===== src/rtl/axi_rd_sram_bridge.sv =====
// AXI4 read-only slave: turns AR bursts into single-beat reads of a 1-cycle-latency SRAM.
// R channel is fed from a 2-entry skid FIFO with flow-through of the SRAM read data.
//
// state    | meaning
// ---------+-----------------------------------------------------------
// ST_IDLE  | arready high, waiting for an AR handshake
// ST_BURST | issuing SRAM reads and returning R beats until rlast handshake
module axi_rd_sram_bridge #(
    parameter int DATA_W = 32,
    parameter int ADDR_W = 32,
    parameter int ID_W   = 4
) (
    input  logic              clk_i,
    input  logic              rstn_i,
    input  logic [ID_W-1:0]   axi_arid_i,
    input  logic [ADDR_W-1:0] axi_araddr_i,
    input  logic [7:0]        axi_arlen_i,
    input  logic [2:0]        axi_arsize_i,
    input  logic [1:0]        axi_arburst_i,
    input  logic              axi_arvalid_i,
    output logic              axi_arready_o,
    output logic [ID_W-1:0]   axi_rid_o,
    output logic [DATA_W-1:0] axi_rdata_o,
    output logic [1:0]        axi_rresp_o,
    output logic              axi_rlast_o,
    output logic              axi_rvalid_o,
    input  logic              axi_rready_i,
    output logic [ADDR_W-1:0] sram_addr_o,
    output logic              sram_ren_o,
    input  logic [DATA_W-1:0] sram_data_i
);
    localparam logic       ST_IDLE  = 1'b0;
    localparam logic       ST_BURST = 1'b1;
    localparam logic [1:0] K_FIXED  = 2'b00;
    localparam logic [1:0] K_INCR   = 2'b01;
    localparam logic [1:0] K_WRAP   = 2'b10;
    localparam logic [2:0] MAX_SIZE = 3'($clog2(DATA_W / 8));

    logic              state, state_next, arready;
    logic [ID_W-1:0]   id_q;
    logic [ADDR_W-1:0] addr_q, sram_addr_q;
    logic [7:0]        len_q, beats_q;
    logic [2:0]        size_q;
    logic [1:0]        kind_q, kind_in;
    logic              err_q, err_in, wrap_len_ok;
    logic [8:0]        issued_q;
    logic              ren_q, data_vld;
    logic [DATA_W-1:0] mem [0:1];
    logic              wr_ptr, rd_ptr;
    logic [1:0]        cnt;
    logic [2:0]        occ;
    logic              ar_hs, pop, push, rvalid, is_last, can_issue;
    logic [DATA_W-1:0] head;

    function automatic logic [ADDR_W-1:0] next_addr(input logic [ADDR_W-1:0] a,
                                                    input logic [2:0] size,
                                                    input logic [7:0] len,
                                                    input logic [1:0] kind);
        logic [ADDR_W-1:0] bytes, mask;
        bytes = ADDR_W'(1) << size;
        mask  = (ADDR_W'(len) << size) | (bytes - ADDR_W'(1));
        case (kind)
            K_FIXED: return a;
            K_WRAP:  return (a & ~mask) | ((a + bytes) & mask);
            default: return (a & ~(bytes - ADDR_W'(1))) + bytes;
        endcase
    endfunction

    // Reserved bursts and illegal WRAP lengths fall back to INCR addressing but report SLVERR.
    always_comb begin
        wrap_len_ok = (axi_arlen_i == 8'd1) || (axi_arlen_i == 8'd3) ||
                      (axi_arlen_i == 8'd7) || (axi_arlen_i == 8'd15);
        kind_in = K_INCR;
        if (axi_arburst_i == K_FIXED)
            kind_in = K_FIXED;
        else if (axi_arburst_i == K_WRAP && wrap_len_ok)
            kind_in = K_WRAP;
        err_in = (axi_arsize_i > MAX_SIZE) || (axi_arburst_i == 2'b11) ||
                 (axi_arburst_i == K_WRAP && !wrap_len_ok);
    end

    // Occupancy counts stored beats, the beat arriving now and the read issued this cycle.
    always_comb begin
        ar_hs     = axi_arvalid_i && arready;
        rvalid    = (cnt != 2'd0) || data_vld;
        head      = (cnt != 2'd0) ? mem[rd_ptr] : sram_data_i;
        pop       = rvalid && axi_rready_i;
        push      = data_vld && !(cnt == 2'd0 && pop);
        is_last   = (beats_q == len_q);
        occ       = {1'b0, cnt} + {2'b0, data_vld} + {2'b0, ren_q} - {2'b0, pop};
        can_issue = (state == ST_BURST) && (issued_q <= {1'b0, len_q}) && (occ < 3'd2);
        state_next = state;
        if (state == ST_IDLE && ar_hs)
            state_next = ST_BURST;
        else if (state == ST_BURST && pop && is_last)
            state_next = ST_IDLE;
    end

    always_ff @(posedge clk_i or negedge rstn_i) begin
        if (!rstn_i) begin
            state       <= ST_IDLE;
            arready     <= 1'b0;
            id_q        <= '0;
            addr_q      <= '0;
            len_q       <= '0;
            size_q      <= '0;
            kind_q      <= K_INCR;
            err_q       <= 1'b0;
            issued_q    <= '0;
            beats_q     <= '0;
            ren_q       <= 1'b0;
            sram_addr_q <= '0;
            data_vld    <= 1'b0;
        end else begin
            state    <= state_next;
            arready  <= (state_next == ST_IDLE);
            data_vld <= ren_q;
            if (ar_hs) begin
                id_q        <= axi_arid_i;
                len_q       <= axi_arlen_i;
                size_q      <= axi_arsize_i;
                kind_q      <= kind_in;
                err_q       <= err_in;
                beats_q     <= '0;
                issued_q    <= 9'd1;
                ren_q       <= 1'b1;
                sram_addr_q <= axi_araddr_i;
                addr_q      <= next_addr(axi_araddr_i, axi_arsize_i, axi_arlen_i, kind_in);
            end else begin
                ren_q <= can_issue;
                if (can_issue) begin
                    sram_addr_q <= addr_q;
                    addr_q      <= next_addr(addr_q, size_q, len_q, kind_q);
                    issued_q    <= issued_q + 9'd1;
                end
                if (pop)
                    beats_q <= beats_q + 8'd1;
            end
        end
    end

    always_ff @(posedge clk_i or negedge rstn_i) begin
        if (!rstn_i) begin
            for (int i = 0; i < 2; i++)
                mem[i] <= '0;
            wr_ptr <= 1'b0;
            rd_ptr <= 1'b0;
            cnt    <= '0;
        end else begin
            if (push) begin
                mem[wr_ptr] <= sram_data_i;
                wr_ptr      <= ~wr_ptr;
            end
            if (pop && cnt != 2'd0)
                rd_ptr <= ~rd_ptr;
            cnt <= cnt + {1'b0, push} - {1'b0, (pop && cnt != 2'd0)};
        end
    end

    assign axi_arready_o = arready;
    assign axi_rvalid_o  = rvalid;
    assign axi_rdata_o   = rvalid ? head : '0;
    assign axi_rid_o     = id_q;
    assign axi_rresp_o   = err_q ? 2'b10 : 2'b00;
    assign axi_rlast_o   = rvalid && is_last;
    assign sram_addr_o   = sram_addr_q;
    assign sram_ren_o    = ren_q;

endmodule


===== config.mk =====
export PLATFORM = sky130hd
export DESIGN_NAME = axi_rd_sram_bridge
export DESIGN_NICKNAME = d
export VERILOG_FILES = /design/src/rtl/axi_rd_sram_bridge.sv
export SDC_FILE = /design/constraint.sdc
export NUM_CORES = 1
export LEC_CHECK = 0
export ABC_AREA = 1
export CAP_MARGIN = 25
export CORE_AREA = 2 2 176 161
export DETAILED_ROUTE_END_ITERATION = 7
export DIE_AREA = 0 0 178 163
export PLACE_DENSITY = 0.8
export SLEW_MARGIN = 20
export SYNTH_ARGS = -nofsm -noshare
export SYNTH_HDL_FRONTEND = slang
export SYNTH_SLANG_ARGS = --single-unit
export TNS_END_PERCENT = 1

===== constraint.sdc =====
create_clock -name clk_i -period 8.7 [get_ports clk_i]
set_input_delay 0.87 -clock clk_i [delete_from_list [all_inputs] [get_ports clk_i]]
set_output_delay 0.87 -clock clk_i [all_outputs]
set_load 0.1 [all_outputs]

-- Yosys cells after proc, flatten, opt, wreduce, memory -nomap -nowiden
Index checks and enable logic that the tools add are counted.
- flip-flop bits (word level): 171
- input port bits: 85
- output and inout bits: 74
- add/sub/neg operators: 13
- order comparisons: 6
- equality and inequality tests: 10
- shift-type cells: 4
- multiplexer cells: 24
- bitwise logic cells: 20
- reduce and logical (&&, ||, !) cells: 30
- operator list (operator ; count):
    32-bit 2-to-1 mux ; 10
    32-bit AND ; 6
    32-bit adder ; 4
    32-bit NOT ; 4
    32-bit OR ; 4
    32-bit one-hot mux with 2 select lines ; 2
    64-bit bitwise mux ; 1
    1-bit by 3-bit << shifter with 32-bit output, first input constant ; 2
    8-bit by 3-bit << shifter with 32-bit output ; 2
    32-bit by 1-bit subtractor with 32-bit output, second input constant ; 2
    32-bit demux with 1-bit select ; 1
    9-bit 2-to-1 mux ; 2
    8-bit 2-to-1 mux ; 2
    1-bit logical AND ; 14
    9-bit by 1-bit adder with 9-bit output, second input constant ; 1
    9-bit by 8-bit <= comparator with 1-bit output ; 1
    8-bit by 1-bit adder with 8-bit output, second input constant ; 1
    2-bit == test, second input constant ; 4
    8-bit by 1-bit == test with 1-bit output, second input constant ; 1
    8-bit by 2-bit == test with 1-bit output, second input constant ; 1
    8-bit by 3-bit == test with 1-bit output, second input constant ; 1
    8-bit by 4-bit == test with 1-bit output, second input constant ; 1
    8-bit == test ; 1
    2-bit logical NOT ; 4
    18 further kinds ; 35

-- Logic depth before layout (Yosys ltp)
- depth in word-level cells: 10
- gate-level depth with buffers: 22
- depth with buffers taken out: 21

-- Worst setup path after synthesis
OpenSTA, ideal clock, no wires.
- path kind: reg2out
- start point: reg cnt[0]
- end point: out axi_rdata_o[26]
- arrival: 3298 ps
- path slack: 4532 ps
- cell stages (with the launch flop): 6
- path through: dfrtp_1 > nor2_1 > inv_1 > clkbuf_1 > buf_1 > o32ai_1
- word-level cells in the longest chain between the ends: 3
- ends and longest elaborated chain (what ; line ; source):
    from (decl) ; 50 ; logic [1:0] cnt;
    from (signal assigned) ; 156 ; cnt <= cnt + {1'b0, push} - {1'b0, (pop && cnt != 2'd0)};
    2-bit nonzero test * ; 85, 86 ;
    32-bit 2-to-1 mux or 1-bit logical OR (tied branches) ; 86, 85 ;
    32-bit 2-to-1 mux * ; 162 ; assign axi_rdata_o = rvalid ? head : '0;
    to (decl) ; 23 ; output logic [DATA_W-1:0] axi_rdata_o,
Mark *: on every way between the ends. The rest lies on a longest branch, timed or not.

==> run summary <==
Slew Limit Fails = 0
RSZ-0062 raised after global routing = false
Gr usage total = 0.296
Mapped Area = 13400 sq um
Rel. slew slack = 0.290
DRC Markers = 0
Via count = 14300
Final Wtd Congestion = 0.983
CP Class = flop to flop
CP Capture Type = flop
Sequential-to-total area share from yosys stat = 0.320
Seq cells post-synth = 171
Final min period = 4.71 ns
Clk sink count = 171
Vias per cell = 5.65
Initial antenna violation count = 1
Synth cell types = 65
Post-DP HPWL = 32000 um
Hold-fix buffers, CTS = 0
Worst slew pin tran = 1.06 ns
Critical Path Start Type = flop
H-Tree Depth = 4
Pre-CTS WS = 3.83 ns
CP required = 9.02 ns
Port bufs = 157
CTS max path bufs = 2
Commonest non-fill, non-tap cell in the layout = nand2_1
Synth warnings = 0
Crit path from = cnt[0]
Mean Syn Cell Area = 6.55 sq um
PnR Total Power = 6870 uW
Fin nets = 2285
Pin count of the biggest net entering global routing = 106
Number of synthesized flops with an enable pin = 0
Starting DRT DRC Count = 1642
Reg clk slew, reported paths = 0.07 ns
Yosys top cell by area = dfrtp_1
GRT Residual Overflow = 0
Setup ws final = 3.99 ns
Crit Path Max Fanout = 65
Final Hold Vio Count = 0
Die area = 29000 sq um
Die width = 178 um
CTS tree = built
Vias in the first global route = 13100
First-pass GRT wire length = 68400 um
Initial DRT Pass Iterations = 7
Setup TNS = 0 ns
Reg2reg start = cnt[0]
Hold Crit Class = input port to asynchronous set/reset pin
Vert. Die Dim = 163 um
Core ar. = 27400 sq um
Total routed wirelength = 42800 um
Post-cts gate resize count = 0
Initial Util = 0.489
DR WL/cell = 16.9 um
Final period util = 0.542
Top cell type's share of synthesized area = 0.318
P_leak = 0.00771 uW
Post-route ant nets = 0
VDD IR max = 0.274 mV
Arrival @ worst endpoint = 5.03 ns
Top Ports = 159
Setup bufs post-CTS = 0
Clock skew = 0.0167 ns
Commonest non-fill, non-tap cells in the layout = 595 x nand2_1, 254 x inv_1, 180 x nor2_1, 170 x o21ai_0, 170 x dfrtp_1
Syn-to-layout area delta = 18.2%
Ys async rst share = 1.00
Clk_lat worst skew = 0.44 ns
Post-synthesis instance total = 2043
Status = finished clean
Clock root buffer = clkbuf_16
Clock buffer count from CTS = 17
Std cell rows = 58
Top post-synthesis cells by area = dfrtp_1 32%, nand2_1 17%, inv_1 7.1%
Share of cells above drive strength 1 = 0.0631
Prevailing post-synth register cell = dfrtp_1
Syn nets = 2170
Fmax achieved = 212 MHz
PwrDens = 435 nW/um^2
Filler cells = 2630
Max-Cap Viols = 0
Setup violations, final = 0
[final timing paths]
path,depth (start not counted),slack [ns],end
hold reg to reg,0,0.47,data_vld
setup reg to reg,20,3.99,flop
min in group clk_i,0,0.47,data_vld
hold / removal,1,0.36,mem[7]
setup / recovery,20,3.99,flop
max in group asynchronous,3,6.74,asynchronous set/reset pin
[kinds of logic after synthesis]
group,Yosys count,synth area share
adders and majority gates,42,0.0410
muxes,3,0.00224
xor gates and xnor gates,25,0.0164
other,1,0.000280
AOI/OAI and AO/OA,372,0.164
DFF,171,0.320
buffers and inverters,344,0.103
and+or+nand+nor,1085,0.353
[worst max-delay path: stages (launching register included)]
cell and delay (ns):
dfrtp_1 0.39, nor2_1 0.09, inv_1 0.06, buf_4 0.48
nor2_1 0.16, nor2_1 0.40, ha_1 0.32, inv_1 0.06
ha_1 0.22, a21o_1 0.17, fa_1 0.37, xor2_1 0.14
nor3b_1 0.19, nand2_1 0.16, nand2_2 0.10, nand2_1 0.35
nor2_1 0.24, buf_4 0.26, inv_1 0.18, a21oi_1 0.17
a21oi_1 0.08
[synthesized netlist by cell type, drive strengths merged, types with 31 or more instances]
library cell and instances:
nand2 621, inv 267, nor2 194, o21ai 189, nand3 172, dfrtp 170, a21oi 67, clkbuf 43
nor3 41, ha 39, a31oi 37, buf 31
[per-stage QoR]
stage	area, sq um	std cells	util	hold slack, ns
5_1_grt	15800	2530	0.578	0.395
2_1_floorplan	13400	2043	-	0.448
3_3_place_gp	15100	2495	0.553	0.436
3_5_place_dp	15200	2497	0.555	0.437
6_report	15800	2531	0.578	0.363
4_1_cts	15800	2528	0.576	0.457
[metal layers]
metal / wire [um] / vias to the layer above / global-route usage
met2: 18900 / 705 / 0.458
li1: - / 6903 / -
met3: 4000 / 65 / 0.0493
met1: 19000 / 6629 / 0.426
met5: 0 / - / 0
met4: 887 / 0 / 0.0835
[layout make-up]
type / instances / area (sq um) / area share
repair buffers: 170 / 1740 / 0.110
flip-flops and latches: 171 / 4280 / 0.271
multi-input cells: 1528 / 7740 / 0.489
diodes: 1 / 2.50 / 0.000158
well taps: 360 / 450 / 0.0285
inverters: 270 / 1020 / 0.0644
clock inverters: 10 / 108 / 0.00681
clock buffers: 21 / 470 / 0.0298
[power by group]
part,switching (uW),internal [uW]
clock,345,421
combinational,3410,1200
sequential,326,1170
No activity file was read; power rests on OpenSTA's default activity.
